--- src/rtl/serial_shifter_pkg.sv ---
// Shared types and constants for the serial shift unit.
package serial_shifter_pkg;

    localparam int XLEN_DEF    = 32;
    localparam int SHAMT_W_DEF = 5;

    localparam logic [1:0] OP_SLL = 2'b00;
    localparam logic [1:0] OP_SRL = 2'b01;
    localparam logic [1:0] OP_SRA = 2'b11;

    typedef enum logic [1:0] {
        IDLE  = 2'b00,
        SHIFT = 2'b01,
        DONE  = 2'b10
    } state_e;

endpackage

--- src/rtl/serial_shifter_if.sv ---
// Request/response handshake bundle between operand fetch, the shift unit and writeback.
interface serial_shifter_if
    import serial_shifter_pkg::*;
#(
    parameter int XLEN    = XLEN_DEF,
    parameter int SHAMT_W = SHAMT_W_DEF
);
    logic               in_valid;
    logic               in_ready;
    logic [1:0]         op;
    logic [XLEN-1:0]    operand;
    logic [SHAMT_W-1:0] shamt;
    logic               kill;
    logic               out_valid;
    logic               out_ready;
    logic [XLEN-1:0]    result;

    modport master (
        output in_valid, op, operand, shamt, kill, out_ready,
        input  in_ready, out_valid, result
    );

    modport slave (
        input  in_valid, op, operand, shamt, kill, out_ready,
        output in_ready, out_valid, result
    );
endinterface

--- src/rtl/serial_shifter_shift_step.sv ---
// One shift step of the data register with SLL/SRL/SRA fill.
// SERIAL_SHIFTER_STEP4_EN adds the 4-bit step path and its select input.
module shift_step
    import serial_shifter_pkg::*;
#(
    parameter int XLEN = XLEN_DEF
) (
    input  logic [XLEN-1:0] i_data,
    input  logic [1:0]      i_op,
`ifdef SERIAL_SHIFTER_STEP4_EN
    input  logic            i_step4,
`endif
    output logic [XLEN-1:0] o_data
);
    logic            w_right;
    logic            w_fill;
    logic [XLEN-1:0] w_step1;

    // Reserved op 10 has bit 0 clear, so it falls onto the left-shift path.
    assign w_right = i_op[0];
    assign w_fill  = (i_op == OP_SRA) & i_data[XLEN-1];
    assign w_step1 = w_right ? {w_fill, i_data[XLEN-1:1]} : {i_data[XLEN-2:0], 1'b0};

`ifdef SERIAL_SHIFTER_STEP4_EN
    logic [XLEN-1:0] w_step4;
    assign w_step4 = w_right ? {{4{w_fill}}, i_data[XLEN-1:4]} : {i_data[XLEN-5:0], 4'b0000};
    assign o_data  = i_step4 ? w_step4 : w_step1;
`else
    assign o_data  = w_step1;
`endif
endmodule

--- src/rtl/serial_shifter.sv ---
// Multi-cycle RV32I shift unit (SLL/SRL/SRA), one operation in flight.
// SERIAL_SHIFTER_STEP4_EN enables 4-bit steps while the remaining count is at least 4.
//
// state | meaning
// IDLE  | in_ready high, waiting for a request
// SHIFT | stepping the data register, count counts down to zero
// DONE  | out_valid high, result held until out_ready
module serial_shifter
    import serial_shifter_pkg::*;
#(
    parameter int XLEN    = XLEN_DEF,
    parameter int SHAMT_W = SHAMT_W_DEF
) (
    input  logic              clk,
    input  logic              rst_n,
    serial_shifter_if.slave   bus
);
    state_e             r_state;
    state_e             w_state_nxt;
    logic [SHAMT_W-1:0] r_count;
    logic [1:0]         r_op;
    logic [XLEN-1:0]    r_data;
    logic [XLEN-1:0]    w_data_nxt;
    logic [SHAMT_W-1:0] w_dec;
    logic               w_last;
    logic               w_accept;

`ifdef SERIAL_SHIFTER_STEP4_EN
    logic w_step4;
    assign w_step4 = (r_count >= SHAMT_W'(4));
    assign w_dec   = w_step4 ? SHAMT_W'(4) : SHAMT_W'(1);
    assign w_last  = w_step4 ? (r_count == SHAMT_W'(4)) : (r_count == SHAMT_W'(1));

    shift_step #(.XLEN(XLEN)) u_step (
        .i_data  (r_data),
        .i_op    (r_op),
        .i_step4 (w_step4),
        .o_data  (w_data_nxt)
    );
`else
    assign w_dec  = SHAMT_W'(1);
    assign w_last = (r_count == SHAMT_W'(1));

    shift_step #(.XLEN(XLEN)) u_step (
        .i_data (r_data),
        .i_op   (r_op),
        .o_data (w_data_nxt)
    );
`endif

    // kill wins over a request in IDLE.
    assign w_accept = (r_state == IDLE) && bus.in_valid && !bus.kill;

    always_comb begin
        w_state_nxt = r_state;
        case (r_state)
            IDLE: begin
                if (w_accept) begin
                    w_state_nxt = (bus.shamt == '0) ? DONE : SHIFT;
                end
            end
            SHIFT: begin
                if (bus.kill) begin
                    w_state_nxt = IDLE;
                end else if (w_last) begin
                    w_state_nxt = DONE;
                end
            end
            DONE: begin
                if (bus.kill || bus.out_ready) begin
                    w_state_nxt = IDLE;
                end
            end
            default: w_state_nxt = IDLE;
        endcase
    end

    always_ff @(posedge clk) begin
        if (!rst_n) begin
            r_state <= IDLE;
            r_count <= '0;
            r_op    <= OP_SLL;
            r_data  <= '0;
        end else begin
            r_state <= w_state_nxt;
            case (r_state)
                IDLE: begin
                    if (w_accept) begin
                        r_data  <= bus.operand;
                        r_count <= bus.shamt;
                        r_op    <= bus.op;
                    end
                end
                SHIFT: begin
                    if (bus.kill) begin
                        r_count <= '0;
                    end else begin
                        r_data  <= w_data_nxt;
                        r_count <= r_count - w_dec;
                    end
                end
                DONE: begin
                    if (bus.kill) begin
                        r_count <= '0;
                    end
                end
                default: r_count <= '0;
            endcase
        end
    end

    assign bus.in_ready  = (r_state == IDLE);
    assign bus.out_valid = (r_state == DONE);
    assign bus.result    = r_data;
endmodule
--- src/flat_wrapper.sv ---
// flat-port wrapper written by rule: the top's interface ports become plain ports
module serial_shifter_flat import serial_shifter_pkg::*;
#(
    parameter int XLEN    = XLEN_DEF,
    parameter int SHAMT_W = SHAMT_W_DEF
)
  (clk, rst_n, bus_in_valid, bus_op, bus_operand, bus_shamt, bus_kill, bus_out_ready, bus_in_ready, bus_out_valid, bus_result);
  serial_shifter_if #(.XLEN(XLEN), .SHAMT_W(SHAMT_W)) bus_i ();
  input  logic clk;
  input  logic rst_n;
  input wire logic [$bits(bus_i.in_valid)-1:0] bus_in_valid;
  input wire logic [$bits(bus_i.op)-1:0] bus_op;
  input wire logic [$bits(bus_i.operand)-1:0] bus_operand;
  input wire logic [$bits(bus_i.shamt)-1:0] bus_shamt;
  input wire logic [$bits(bus_i.kill)-1:0] bus_kill;
  input wire logic [$bits(bus_i.out_ready)-1:0] bus_out_ready;
  output wire logic [$bits(bus_i.in_ready)-1:0] bus_in_ready;
  output wire logic [$bits(bus_i.out_valid)-1:0] bus_out_valid;
  output wire logic [$bits(bus_i.result)-1:0] bus_result;
  assign bus_i.in_valid = bus_in_valid;
  assign bus_i.op = bus_op;
  assign bus_i.operand = bus_operand;
  assign bus_i.shamt = bus_shamt;
  assign bus_i.kill = bus_kill;
  assign bus_i.out_ready = bus_out_ready;
  assign bus_in_ready = bus_i.in_ready;
  assign bus_out_valid = bus_i.out_valid;
  assign bus_result = bus_i.result;
  serial_shifter #(.XLEN(XLEN), .SHAMT_W(SHAMT_W)) u_core (.clk(clk), .rst_n(rst_n), .bus(bus_i));
endmodule
--- config.mk ---
export PLATFORM = sky130hd
export DESIGN_NAME = serial_shifter_flat
export DESIGN_NICKNAME = d
export VERILOG_FILES = /design/src/rtl/serial_shifter_pkg.sv /design/src/rtl/serial_shifter_if.sv /design/src/rtl/serial_shifter_shift_step.sv /design/src/rtl/serial_shifter.sv /design/src/flat_wrapper.sv
export SDC_FILE = /design/constraint.sdc
export NUM_CORES = 1
export LEC_CHECK = 0
export ABC_AREA = 1
export CAP_MARGIN = 20
export CORE_ASPECT_RATIO = 1.4
export CORE_UTILIZATION = 33
export DETAILED_ROUTE_END_ITERATION = 16
export PLACE_DENSITY = 0.71
export SKIP_LAST_GASP = 1
export SLEW_MARGIN = 10
export SYNTH_ARGS = -nofsm -noshare
export SYNTH_HDL_FRONTEND = slang
export SYNTH_HIERARCHICAL = 1
export SYNTH_SLANG_ARGS = --single-unit
--- constraint.sdc ---
create_clock -name clk -period 3.4 [get_ports clk]
set_input_delay 0.68 -clock clk [delete_from_list [all_inputs] [get_ports clk]]
set_output_delay 0.68 -clock clk [all_outputs]
set_load 0.01 [all_outputs]
# After elaboration in Yosys (flattened, before gate mapping)
# Index checks and enable logic that the tools add are counted.
# Widths: inputs -> output; s select.
# totals
input_bits,44
output_inout_bits,34
ff_bits,41
elab_cells,40
# classes
n_eq_ne,9
n_addsub,1
muxes,14
bitwise_logic,1
n_reduce_logical,11
# ops
operator,n
$mux 32,3
$pmux 32 s2,1
$mux 5,3
$pmux 5 s3,1
$mux 2,5
$pmux 2 s3,1
$reduce_and 3->1,2
$eq 5x1->1 const B,1
$logic_not 5->1,1
$sub 5x1->5 const B,1
$eq 2x2->1 const B,2
$ne 2x1->1 const B,2
$ne 2x2->1 const B,2
$reduce_and 2->1,2
$ne 3x2->1 const B,1
$eq 2x1->1 const B,1
$logic_and 1x1->1,2
$logic_not 2->1,1
$reduce_bool 2->1,1
$and 1x1->1,1
$logic_not 1->1,1
$logic_or 1x1->1,1

# Longest topological paths before layout
# Gate-level depths: netlist of run 1.
# logic_depth
ltp_word,5
mapped_depth,8

# Cells and area by module
# The synthesis of run 1 kept the hierarchy.
# modules_own_cells
module,cells_each,area_per_inst_um2,n_inst,seq_area_each_um2
serial_shifter,265,2113.3,1,820.8
shift_step,103,431.7,1,0.0

# Least setup slack after synthesis of run 1
# No wires, ideal clock.
# synth_path
path_kind,input port to flip-flop
from,input port bus_kill
to,register u_core.r_data[24] (netlist: u_core/bus.result[24])
path_buffers,1
arrival_ns,1.369
slack_ns,1.914
cell_stages,6
setup_ns,0.116
cell_sequence,inv_1 > nand3_4 > nand2_4 > buf_6 > nand3_1 > o211a_1
# synth_via
elab_chain_len,4
word_cells_on_any_way,5
classes_between,2 x eq/ne; 3 x reduce/logical
# synth_lines
item,line_no,rtl
from (decl),flat_wrapper.sv:15,input wire logic [$bits(bus_i.kill)-1:0] bus_kill;
$logic_not 1->1,serial_shifter.sv:52,assign w_accept = (r_state == IDLE) && bus.in_valid && !bus.kill;
$logic_and 1x1->1,serial_shifter.sv:52,
$ne 2x1->1 (no line),-,
$reduce_and 3->1 (no line) *,-,
to (signal assigned),serial_shifter.sv:89,r_data <= bus.operand;
to (signal assigned),serial_shifter.sv:98,r_data <= w_data_nxt;
to (decl),serial_shifter.sv:22,logic [XLEN-1:0] r_data;
# Every way passes the cells marked *; elsewhere a longest branch is shown, timed or not.
# A chain may end at the register's enable or synchronous reset.

# Worst setup path after layout of run 1
# layout_path
from,register u_core.r_state[1]
to,output port bus_out_valid
# layout_via
elab_chain_len,1
# layout_lines
item,line_no,rtl
from (decl),serial_shifter.sv:18,state_e r_state;
from (signal assigned),serial_shifter.sv:85,r_state <= w_state_nxt;
$eq 2x2->1,serial_shifter.sv:113,assign bus.out_valid = (r_state == DONE);
to (decl),flat_wrapper.sv:18,output wire logic [$bits(bus_i.out_valid)-1:0] bus_out_valid;
# Every way passes these cells.

==> reports/metrics.csv, run 1 <==
stage;metric;value;unit
outcome;status;complete, no violations;
timing;Least-Margin Pin Slew;0.645;ns
clocking;Root Buffer;clkbuf_8;
timing;fmax;0.406;GHz
logic_synthesis;synth top area cells;dfxtp_1 32%, nand2_1 22%, nand3_1 14%;
timing;fin crit share;72.5;%
critical_path;R2R depth;5;
final_layout;# fillers;796;
critical_path;Setup crit end kind;output port;
logic_synthesis;synthesized net count;414;
timing;final setup vio count;0;
routing;Post-DRT Antenna Nets;0;
logic_synthesis;register area share after synthesis;32.3;%
min_path;hold crit path type;flop to flop;
logic_synthesis;complex-gate fraction of the synthesized area;15.4;%
logic_synthesis;#FFs+latches synth;41;
logic_synthesis;synth warn;6;
logic_synthesis;Yosys top cell by area;dfxtp_1;
logic_synthesis;most frequent cell after synthesis;nand2_1;
die;Die Area;0.00807;mm²
logic_synthesis;library cells used by synthesis;24;
place;Placer Congestion;0.870;
global_route;Overall Global Routing Usage;17.0;%
global_route;vias in the first global route;2437;
die;Die Wd;76.2;µm
place;Placed Area;0.00326;mm²
routing;drt drc;0;
global_route;first-pass GRT wire length;11400;µm
critical_path;CP max FO;35;
clocking;CTS Buffer Depth;2;
final_layout;ant diodes;0;
die;Vert. Die Dim;106;µm
logic_synthesis;Synth Area in XOR/XNOR;0.344;%
clocking;Setup Buffers After CTS;0;
die;Ports;78;
clocking;clock sink count;41;
power;LEAKAGE;1.66;nW
critical_path;worst setup path class;flop to output port;
critical_path;CP arrival;1.78;ns
logic_synthesis;largest family of logic cells by synthesized area;simple AND/OR/NAND/NOR gates;
logic_synthesis;synthesized area;0.00254;mm²
logic_synthesis;simple-gate area share of the yosys netlist;41.0;%
logic_synthesis;Async SR Flop Fraction;0;%
logic_synthesis;Top FF cell, synth;dfxtp_1;
timing;setup TNS;0;ns
logic_synthesis;Gate Count Post-Synth;368;
timing;RSZ-0062 raised after global routing;no;
routing;drt wl/cell;13.0;µm
clocking;TritonCTS clock tree;yes;
clocking;CTS Hold Buffers Added;0;
power;PwrDens;401;mW/mm²
die;core area;0.00741;mm²
logic_synthesis;Post-synth EDFFs;0;
die;Starting Density;34.4;%
logic_synthesis;area share of fa/ha/maj cells after synthesis;0.983;%
routing;Routed Wire Length;6820;µm
routing;Via density;4.98;
logic_synthesis;synth cell count leaders;152 x nand2_1, 70 x nand3_1, 41 x dfxtp_1;
place;IO buf count;77;
clocking;post-CTS sizing;0;
critical_path;Setup crit start kind;flop;
routing;First DRT Iteration DRCs;195;
timing;Slew Viols, Final;0;
die;num rows;37;
place;hpwl dp;4460;µm
global_route;GRT overflow;0;
global_route;initial antenna violation count;0;
logic_synthesis;Synth Area per Inst;6.92;µm²
global_route;largest net degree at the start of global routing;65;
logic_synthesis;post-synth top area share;32.3;%
routing;DRT Pass-1 Iters;4;
logic_synthesis;share of synthesized area spent on multiplexers;0;%
critical_path;CP required;2.72;ns
routing;Vias;2622;
timing;post-route minimum period;2.46;ns
clocking;htree depth;2;
min_path;hold path cells;2;
final_layout;area delta synth->final;32.5;%
power;peak supply drop;215;µV
clocking;clock-pin slew on the worst setup and hold paths;0.08;ns
timing;number of failing hold endpoints at the final stage;0;
job;max-cap violation count;0;
final_layout;share of cells above drive strength 1;4.66;%
clocking;later-pin clock latency in the skew report;0.29;ns
final_layout;Final Instance Area;0.00337;mm²
timing;Rel. slew slack;56.9;%
clocking;CTS Buf Count;5;
timing;worst clock skew;0.00455;ns
final_layout;Nets;474;
## path summary, 6_finish.rpt
path	start	endpoint	slack, ns
max	u_core/r_state[1]$_SDFFE_PN0P_	bus_out_valid	0.94
min	u_core/r_count[4]$_SDFFE_PN0P_	u_core/r_count[4]$_SDFFE_PN0P_	0.49
max reg2reg	u_core/r_state[1]$_SDFFE_PN0P_	u_core/bus.result[20]$_SDFFE_PN0P_	1.38
min reg2reg	u_core/r_count[4]$_SDFFE_PN0P_	u_core/r_count[4]$_SDFFE_PN0P_	0.49
## power breakdown
group	switching, W	total, W	internal (W)
Clock	0.000169	0.000409	0.000240
Sequential	0.0000516	0.000577	0.000525
Combinational	0.000179	0.000366	0.000186
## state kept, by name (all words and copies together), names as in the netlist
| name | cells |
|---|---|
| u_core/bus.result | 32 |
| u_core/r_count | 5 |
| u_core/r_op | 2 |
| u_core/r_state | 2 |
## placed cells by master (no fill, tap or decap), types with 2 or more instances in the layout
cell               n
dfxtp_1           41
nand2_1          152
o211a_1           32
nand3_1           70
inv_2              2
inv_1             10
clkbuf_8           6
nand2_2            2
nor2_1             8
nand3_4            2
buf_4              3
a21oi_1            7
o21ai_0            6
clkdlybuf4s50_1   77
ha_1               2
## cells by family after synthesis
kind of cell	Yosys count
AND/OR/NAND/NOR	238
XOR/XNOR	1
flip-flops	41
AO/OA/AOI/OAI	46
buffers and inverters	40
adder cells (fa/ha/maj)	2
## metrics by stage
step,hold WS [ns],cells,power (W),util [%],setup WS (ns)
after CTS,0.493,526,0.00137,45.5,0.917
final,0.494,526,0.00135,45.5,0.936
after detailed placement,0.481,518,0.000953,44.0,1.07
after floorplan,0.456,368,0.000806,-,1.91
after global routing,0.528,526,0.00143,45.5,0.857
after global placement,0.475,518,0.000948,44.0,1.11
## critical path, stage by stage, from the launching register on
cell	delay, ns
dfxtp_1	0.44
inv_2	0.31
nor2_2	0.19
clkdlybuf4s50_1	0.55
## routing by layer
metal / wire (µm) / track usage (%) / vias to the layer above / part of all wire [%]
met5: 0 / 0 / - / 0
met4: 122 / 6.32 / 0 / 1.8
met3: 318 / 2.32 / 8 / 4.7
met2: 3420 / 29.5 / 85 / 50
met1: 2960 / 21.2 / 1185 / 43
li1: - / - / 1344 / -
## final cells by class
cell class | instances | area [µm²] | share of cell area, %
multi-input combinational | 287 | 1470 | 43.6
sequential | 41 | 821 | 24.3
timing repair buffer | 80 | 793 | 23.5
tap | 97 | 121 | 3.60
clock buffer | 7 | 86.3 | 2.56
inverter | 13 | 51.3 | 1.52
clock inverter | 1 | 30.0 | 0.890
Note: power is estimated with default switching activity, not from simulation.
==> run 2: changes to the inputs <==
clock period = 2.43 ns   (was 3.4 ns; I/O delays follow)
==> run 2 against run 1 <==
Effect of this change: clock power rose by 39%; design area rose by 1.0%; non-clock buffer count rose by 3; global-route usage rose by 0.16 points; setup slack got worse by 0.47 ns; sequential share of layout area fell by 0.25 points; sequential power rose by 40%; die area did not move; power rose by 40%; register-to-register slack got worse by 0.85 ns; first-iteration DRC count fell by 15%; hold slack got worse by 0.0075 ns; largest cell class unchanged; largest power group unchanged; highest routed layer unchanged.
==> reports/metrics.csv, run 2 (synthesis results as in run 1) <==
stage;metric;value;unit;change
outcome;status;complete, no violations;;
routing;drt drc;0;;unchanged
final_layout;commonest non-fill, non-tap cell in the layout;nand2_1;;
power;Tot Pwr;0.00190;W;+40%
clocking;CTS Buffer Depth;2;;unchanged
final_layout;flip-flop count of the largest register after layout;32;;unchanged
timing;setup TNS;0;ns;unchanged
clocking;CTS Hold Buffers Added;0;;unchanged
timing;RSZ-0062 raised after global routing;no;;
clocking;CTS Buf Count;5;;unchanged
place;hpwl dp;4630;µm;+3.7%
clocking;later-pin clock latency in the skew report;0.29;ns;about the same
global_route;first-pass GRT wire length;11400;µm;unchanged
global_route;vias in the first global route;2472;;+1.4%
routing;Post-DRT Antenna Nets;0;;unchanged
global_route;GRT overflow;0;;unchanged
die;Die Area;0.00807;mm²;unchanged
die;Die Wd;76.2;µm;unchanged
die;core area;0.00741;mm²;unchanged
final_layout;most frequent cells in the layout;152 x nand2_1, 77 x clkdlybuf4s50_1, 70 x nand3_1, 41 x dfxtp_1, 32 x o211a_1;;
timing;final setup vio count;0;;unchanged
critical_path;Top Family by Delay on Critical Path;buffers and inverters;;
critical_path;CP peak stage delay;0.55;ns;about the same
place;IO buf count;77;;unchanged
critical_path;worst path cell trace;inv_2 -> nor2_2 -> clkdlybuf4s50_1;;
power;PwrDens;557;mW/mm²;+39%
critical_path;CP max FO;2;;-94%
global_route;Overall Global Routing Usage;17.1;%;+0.16 points
min_path;hold crit path type;flop to flop;;
routing;First DRT Iteration DRCs;165;;-15%
power;Seq pwr share;42.6;%;about the same
timing;number of failing hold endpoints at the final stage;0;;unchanged
routing;drt wl/cell;12.7;µm;-1.8%
place;DP Worst Slack;0.400;ns;-0.671 ns
clocking;post-CTS sizing;0;;unchanged
die;Vert. Die Dim;106;µm;unchanged
final_layout;share of cells above drive strength 1;5.32;%;+0.66 points
power;LEAKAGE;1.68;nW;+1.1%
power;Switching Fraction;29.4;%;-0.17 points
clocking;TritonCTS clock tree;yes;;
timing;Rel. slew slack;61.0;%;+4.1 points
timing;Final WS setup;0.464;ns;-0.472 ns
routing;Routed Wire Length;6740;µm;-1.2%
final_layout;ant diodes;0;;unchanged
power;peak supply drop;336;µV;+56%
power;Pint;0.00134;W;+41%
die;Ports;78;;unchanged
critical_path;CP required;1.94;ns;-0.78 ns
die;Starting Density;34.4;%;unchanged
critical_path;Setup crit end kind;output port;;
routing;Via density;5.03;;+0.87%
critical_path;worst setup path class;flop to output port;;
critical_path;Critical-path top delay cell;clkdlybuf4s50_1;;
clocking;htree depth;2;;unchanged
timing;fin crit share;80.9;%;
timing;fmax;0.509;GHz;
routing;DRT Pass-1 Iters;4;;unchanged
critical_path;Setup crit start kind;flop;;
clocking;clock sink count;41;;unchanged
final_layout;Nets;477;;+0.63%
timing;Least-Margin Pin Slew;0.582;ns;-0.0625 ns
global_route;largest net degree at the start of global routing;45;;-31%
power;clock share of power;30.0;%;-0.2 points
routing;Vias;2660;;+1.4%
job;max-cap violation count;0;;unchanged
critical_path;Buffers & Inverters on Critical Path;2;;unchanged
clocking;clock-pin slew on the worst setup and hold paths;0.08;ns;about the same
final_layout;post-layout util;46.0;%;+0.47 points
timing;worst clock skew;0.00613;ns;+0.00157 ns
final_layout;area delta synth->final;33.9;%;
place;Placer Congestion;0.874;;+0.39%
critical_path;CP arrival;1.48;ns;-0.30 ns
power;Psw;0.000558;W;+40%
global_route;initial antenna violation count;0;;unchanged
die;num rows;37;;unchanged
clocking;Root Buffer;clkbuf_8;;
power;Logic pwr share;27.4;%;+0.3 points
clocking;Setup Buffers After CTS;0;;unchanged
timing;Slew Viols, Final;0;;unchanged
timing;post-route minimum period;1.97;ns;
[run 2: cell count changes in the layout (fill, tap and decap cells not counted)]
cell / before / now
buf_12: 0 / 1
buf_4: 3 / 5
[run 2: stage by stage]
step                      hold WS (ns)  std cells  instance area [µm²]
after floorplan                  0.456        368                 2540
after global placement           0.472        521                 3290
after detailed placement         0.475        521                 3290
after CTS                        0.493        529                 3410
after global routing             0.502        529                 3410
final                            0.486        529                 3410
[run 2: final cells by class]
cell class | instances | area (µm²)
Inverter | 13 | 51.3
Clock inverter | 1 | 30.0
Timing Repair Buffer | 83 | 828
Tap cell | 97 | 121
Fill cell | 788 | 4000
Multi-Input combinational cell | 287 | 1470
Clock buffer | 7 | 86.3
Sequential cell | 41 | 821
[run 2: worst paths after layout]
path,from,end,slack (ns),cells after the start
worst max-delay path,u_core/r_state[1]$_SDFFE_PN0P_,bus_out_valid,0.46,3
worst max register to register,u_core/r_state[0]$_SDFFE_PN0P_,u_core/bus.result[2]$_SDFFE_PN0P_,0.53,5
worst min-delay path,u_core/r_count[4]$_SDFFE_PN0P_,u_core/r_count[4]$_SDFFE_PN0P_,0.49,2
worst min register to register,u_core/r_count[4]$_SDFFE_PN0P_,u_core/r_count[4]$_SDFFE_PN0P_,0.49,2
[run 2: metal layers]
metal | wire length, µm | track usage, % | vias up
met5 | 0 | 0 | -
li1 | - | - | 1350
met3 | 328 | 3.61 | 7
met2 | 3520 | 30.1 | 87
met1 | 2810 | 20.3 | 1216
met4 | 76 | 6.46 | 0
[run 2: worst reg2reg max path, cell delays in order, from the launching register on]
cell and delay [ns]:
dfxtp_1 0.53, buf_4 0.41, nand2_2 0.44, nand2_1 0.21, nand3_1 0.09, o211a_1 0.11
[run 2: power groups by stage]
stage / Combinational (W) / Sequential, W / Clock, W
after global placement: 0.000514 / 0.000823 / 0
after global routing: 0.000575 / 0.000820 / 0.000614
after detailed placement: 0.000522 / 0.000824 / 0
after CTS: 0.000524 / 0.000809 / 0.000588
final: 0.000520 / 0.000808 / 0.000569
after floorplan: 0.000303 / 0.000825 / 0
==> run 3: changes to the inputs <==
PLACE_DENSITY = 0.73   (was 0.71)
clock period = 1.6 ns   (was 2.43 ns; I/O delays follow)
==> run 3 against run 2 <==
Effect of this change: sequential share of layout area shrank 0.12 points; wire length grew 3.5%; design area grew 2.6%; clock power grew 12%; via count shrank 0.19%; hold slack gained 0.012 ns; combinational power grew 58%; clock skew shrank 0.0022 ns; largest cell class unchanged; setup slack lost 0.43 ns; non-clock buffer count grew 6.
==> reports/metrics.csv, run 3 (synthesis results as in run 1) <==
stage;metric;value;unit;change
routing;met2 WL;3520;µm;about the same
timing;fmax;0.639;GHz;
place;IO buf count;77;;unchanged
die;num rows;37;;unchanged
place;DP Worst Slack;-0.0209;ns;-0.420 ns
final_layout;Final Instance Area;0.00350;mm²;+2.6%
power;Logic pwr share;30.6;%;+3.2 points
power;clock share of power;23.7;%;-6.3 points
final_layout;commonest non-fill, non-tap cell in the layout;nand2_1;;
critical_path;Top Family by Delay on Critical Path;buffers and inverters;;
critical_path;CP peak stage delay;0.56;ns;about the same
timing;Rel. slew slack;58.2;%;-2.8 points
critical_path;Critical path origin;u_core/bus.result[0]$_SDFFE_PN0P_;;
die;core area;0.00741;mm²;unchanged
clocking;CTS Buf Count;5;;unchanged
timing;worst clock skew;0.00390;ns;-0.00223 ns
clocking;later-pin clock latency in the skew report;0.29;ns;about the same
final_layout;ant diodes;0;;unchanged
min_path;hold crit path type;flop to flop;;
final_layout;Nets;483;;+1.3%
die;Starting Density;34.4;%;unchanged
critical_path;Critical-path top delay cell;clkdlybuf4s50_1;;
critical_path;Setup crit start kind;flop;;
die;Vert. Die Dim;106;µm;unchanged
routing;DRT Pass-1 Iters;4;;unchanged
die;Ports;78;;unchanged
timing;Slew Viols, Final;0;;unchanged
critical_path;CP max FO;3;;+1
final_layout;share of cells above drive strength 1;9.63;%;+4.3 points
timing;RSZ-0062 raised after global routing;no;;
power;LEAKAGE;1.93;nW;+15%
routing;Vias;2655;;-0.19%
clocking;CTS Buffer Depth;2;;unchanged
routing;Post-DRT Antenna Nets;0;;unchanged
final_layout;most frequent cells in the layout;152 x nand2_1, 70 x nand3_1, 61 x clkdlybuf4s50_1, 32 x o211a_1, 27 x dfxtp_1;;
outcome;status;complete, no violations;;
power;Switching Fraction;31.7;%;+2.3 points
global_route;Overall Global Routing Usage;17.5;%;+0.35 points
power;peak supply drop;418;µV;+24%
timing;post-route minimum period;1.57;ns;
global_route;vias in the first global route;2558;;+3.5%
final_layout;area delta synth->final;37.5;%;
clocking;clock-pin slew on the worst setup and hold paths;0.07;ns;about the same
critical_path;worst path cell trace;clkdlybuf4s50_1;;
routing;met1 wire length;3000;µm;+6.7%
min_path;hold_sp;u_core/r_count[1]$_SDFFE_PN0P_;;
critical_path;reg-to-reg critical path startpoint;u_core/r_state[1]$_SDFFE_PN0P_;;
clocking;CTS Hold Buffers Added;0;;unchanged
critical_path;Setup crit end kind;output port;;
routing;Routed Wire Length;6970;µm;+3.5%
critical_path;CP required;1.28;ns;-0.66 ns
routing;DR top layer;met4;;
global_route;initial antenna violation count;0;;unchanged
clocking;clock sink count;41;;unchanged
clocking;TritonCTS clock tree;yes;;
timing;setup TNS;0;ns;unchanged
power;Psw;0.000853;W;+53%
global_route;GRT overflow;0;;unchanged
critical_path;worst setup path class;flop to output port;;
clocking;Setup Buffers After CTS;0;;unchanged
timing;number of failing hold endpoints at the final stage;0;;unchanged
global_route;largest net degree at the start of global routing;33;;-27%
timing;Final WS setup;0.0348;ns;-0.429 ns
timing;final setup vio count;0;;unchanged
routing;drt wl/cell;13.1;µm;+2.7%
routing;met3 WL;294;µm;-10%
timing;Least-Margin Pin Slew;0.625;ns;+0.0422 ns
clocking;Root Buffer;clkbuf_8;;
final_layout;# fillers;773;;-1.9%
timing;fin crit share;97.8;%;
place;hpwl dp;4800;µm;+3.7%
timing;worst hold slack;0.498;ns;+0.0116 ns
clocking;htree depth;2;;unchanged
die;Die Area;0.00807;mm²;unchanged
place;Placer Congestion;0.755;;-14%
routing;First DRT Iteration DRCs;165;;unchanged
critical_path;Buffers & Inverters on Critical Path;1;;-1
routing;Via density;4.98;;-0.94%
job;max-cap violation count;0;;unchanged
critical_path;CP arrival;1.25;ns;-0.23 ns
power;Pint;0.00184;W;+37%
die;Die Wd;76.2;µm;unchanged
power;Seq pwr share;45.7;%;+3.1 points
place;Placed Area;0.00337;mm²;+2.5%
routing;drt drc;0;;unchanged
global_route;first-pass GRT wire length;11600;µm;+1.9%
final_layout;flip-flop count of the largest register after layout;32;;unchanged
power;PwrDens;769;mW/mm²;+38%
## run 3: path summary, 6_finish.rpt
| check | depth (start not counted) | slack (ns) | endpoint |
|---|---|---|---|
| hold reg to reg | 2 | 0.50 | u_core/r_count[1]$_SDFFE_PN0P_ |
| setup reg to reg | 5 | 0.15 | u_core/bus.result[20]$_SDFFE_PN0P_ |
| hold / removal | 2 | 0.50 | u_core/r_count[1]$_SDFFE_PN0P_ |
| setup / recovery | 1 | 0.03 | bus_result[0] |
## run 3: cell type report
cell class	count	area [µm²]	area share (%)
Tap cell	97	121	3.47
Sequential cell	41	838	24.0
Clock buffer	5	68.8	1.97
Timing Repair Buffer	89	943	27.0
Inverter	13	51.3	1.47
Multi-Input combinational cell	287	1470	42.0
Clock inverter	1	5.00	0.143
## run 3: power groups by stage
stage          Combinational, W  Sequential [W]  Clock (W)
6_report               0.000823         0.00123   0.000638
5_1_grt                0.000906         0.00125   0.000701
4_1_cts                0.000833         0.00123   0.000658
3_5_place_dp           0.000832         0.00125          0
3_3_place_gp           0.000820         0.00125          0
2_1_floorplan          0.000460         0.00125          0
## run 3: what timing repair did
action	4_1_cts	5_1_grt
resized for setup	6	24
hold endpoints to repair	0	0
gates cloned	0	0
setup endpoints to repair	4	24
## run 3: per-layer routing
metal	track usage (%)	vias up
li1	-	1360
met2	31.5	67
met1	20.2	1217
met5	0	-
met4	6.87	0
met3	3.09	11
## run 3: metrics by stage
step | power (W) | instances | utilization (%)
after CTS | 0.00272 | 533 | 46.6
after floorplan | 0.00171 | 368 | -
final | 0.00269 | 533 | 47.2
after global placement | 0.00207 | 527 | 45.6
after global routing | 0.00285 | 533 | 47.2
after detailed placement | 0.00208 | 527 | 45.6
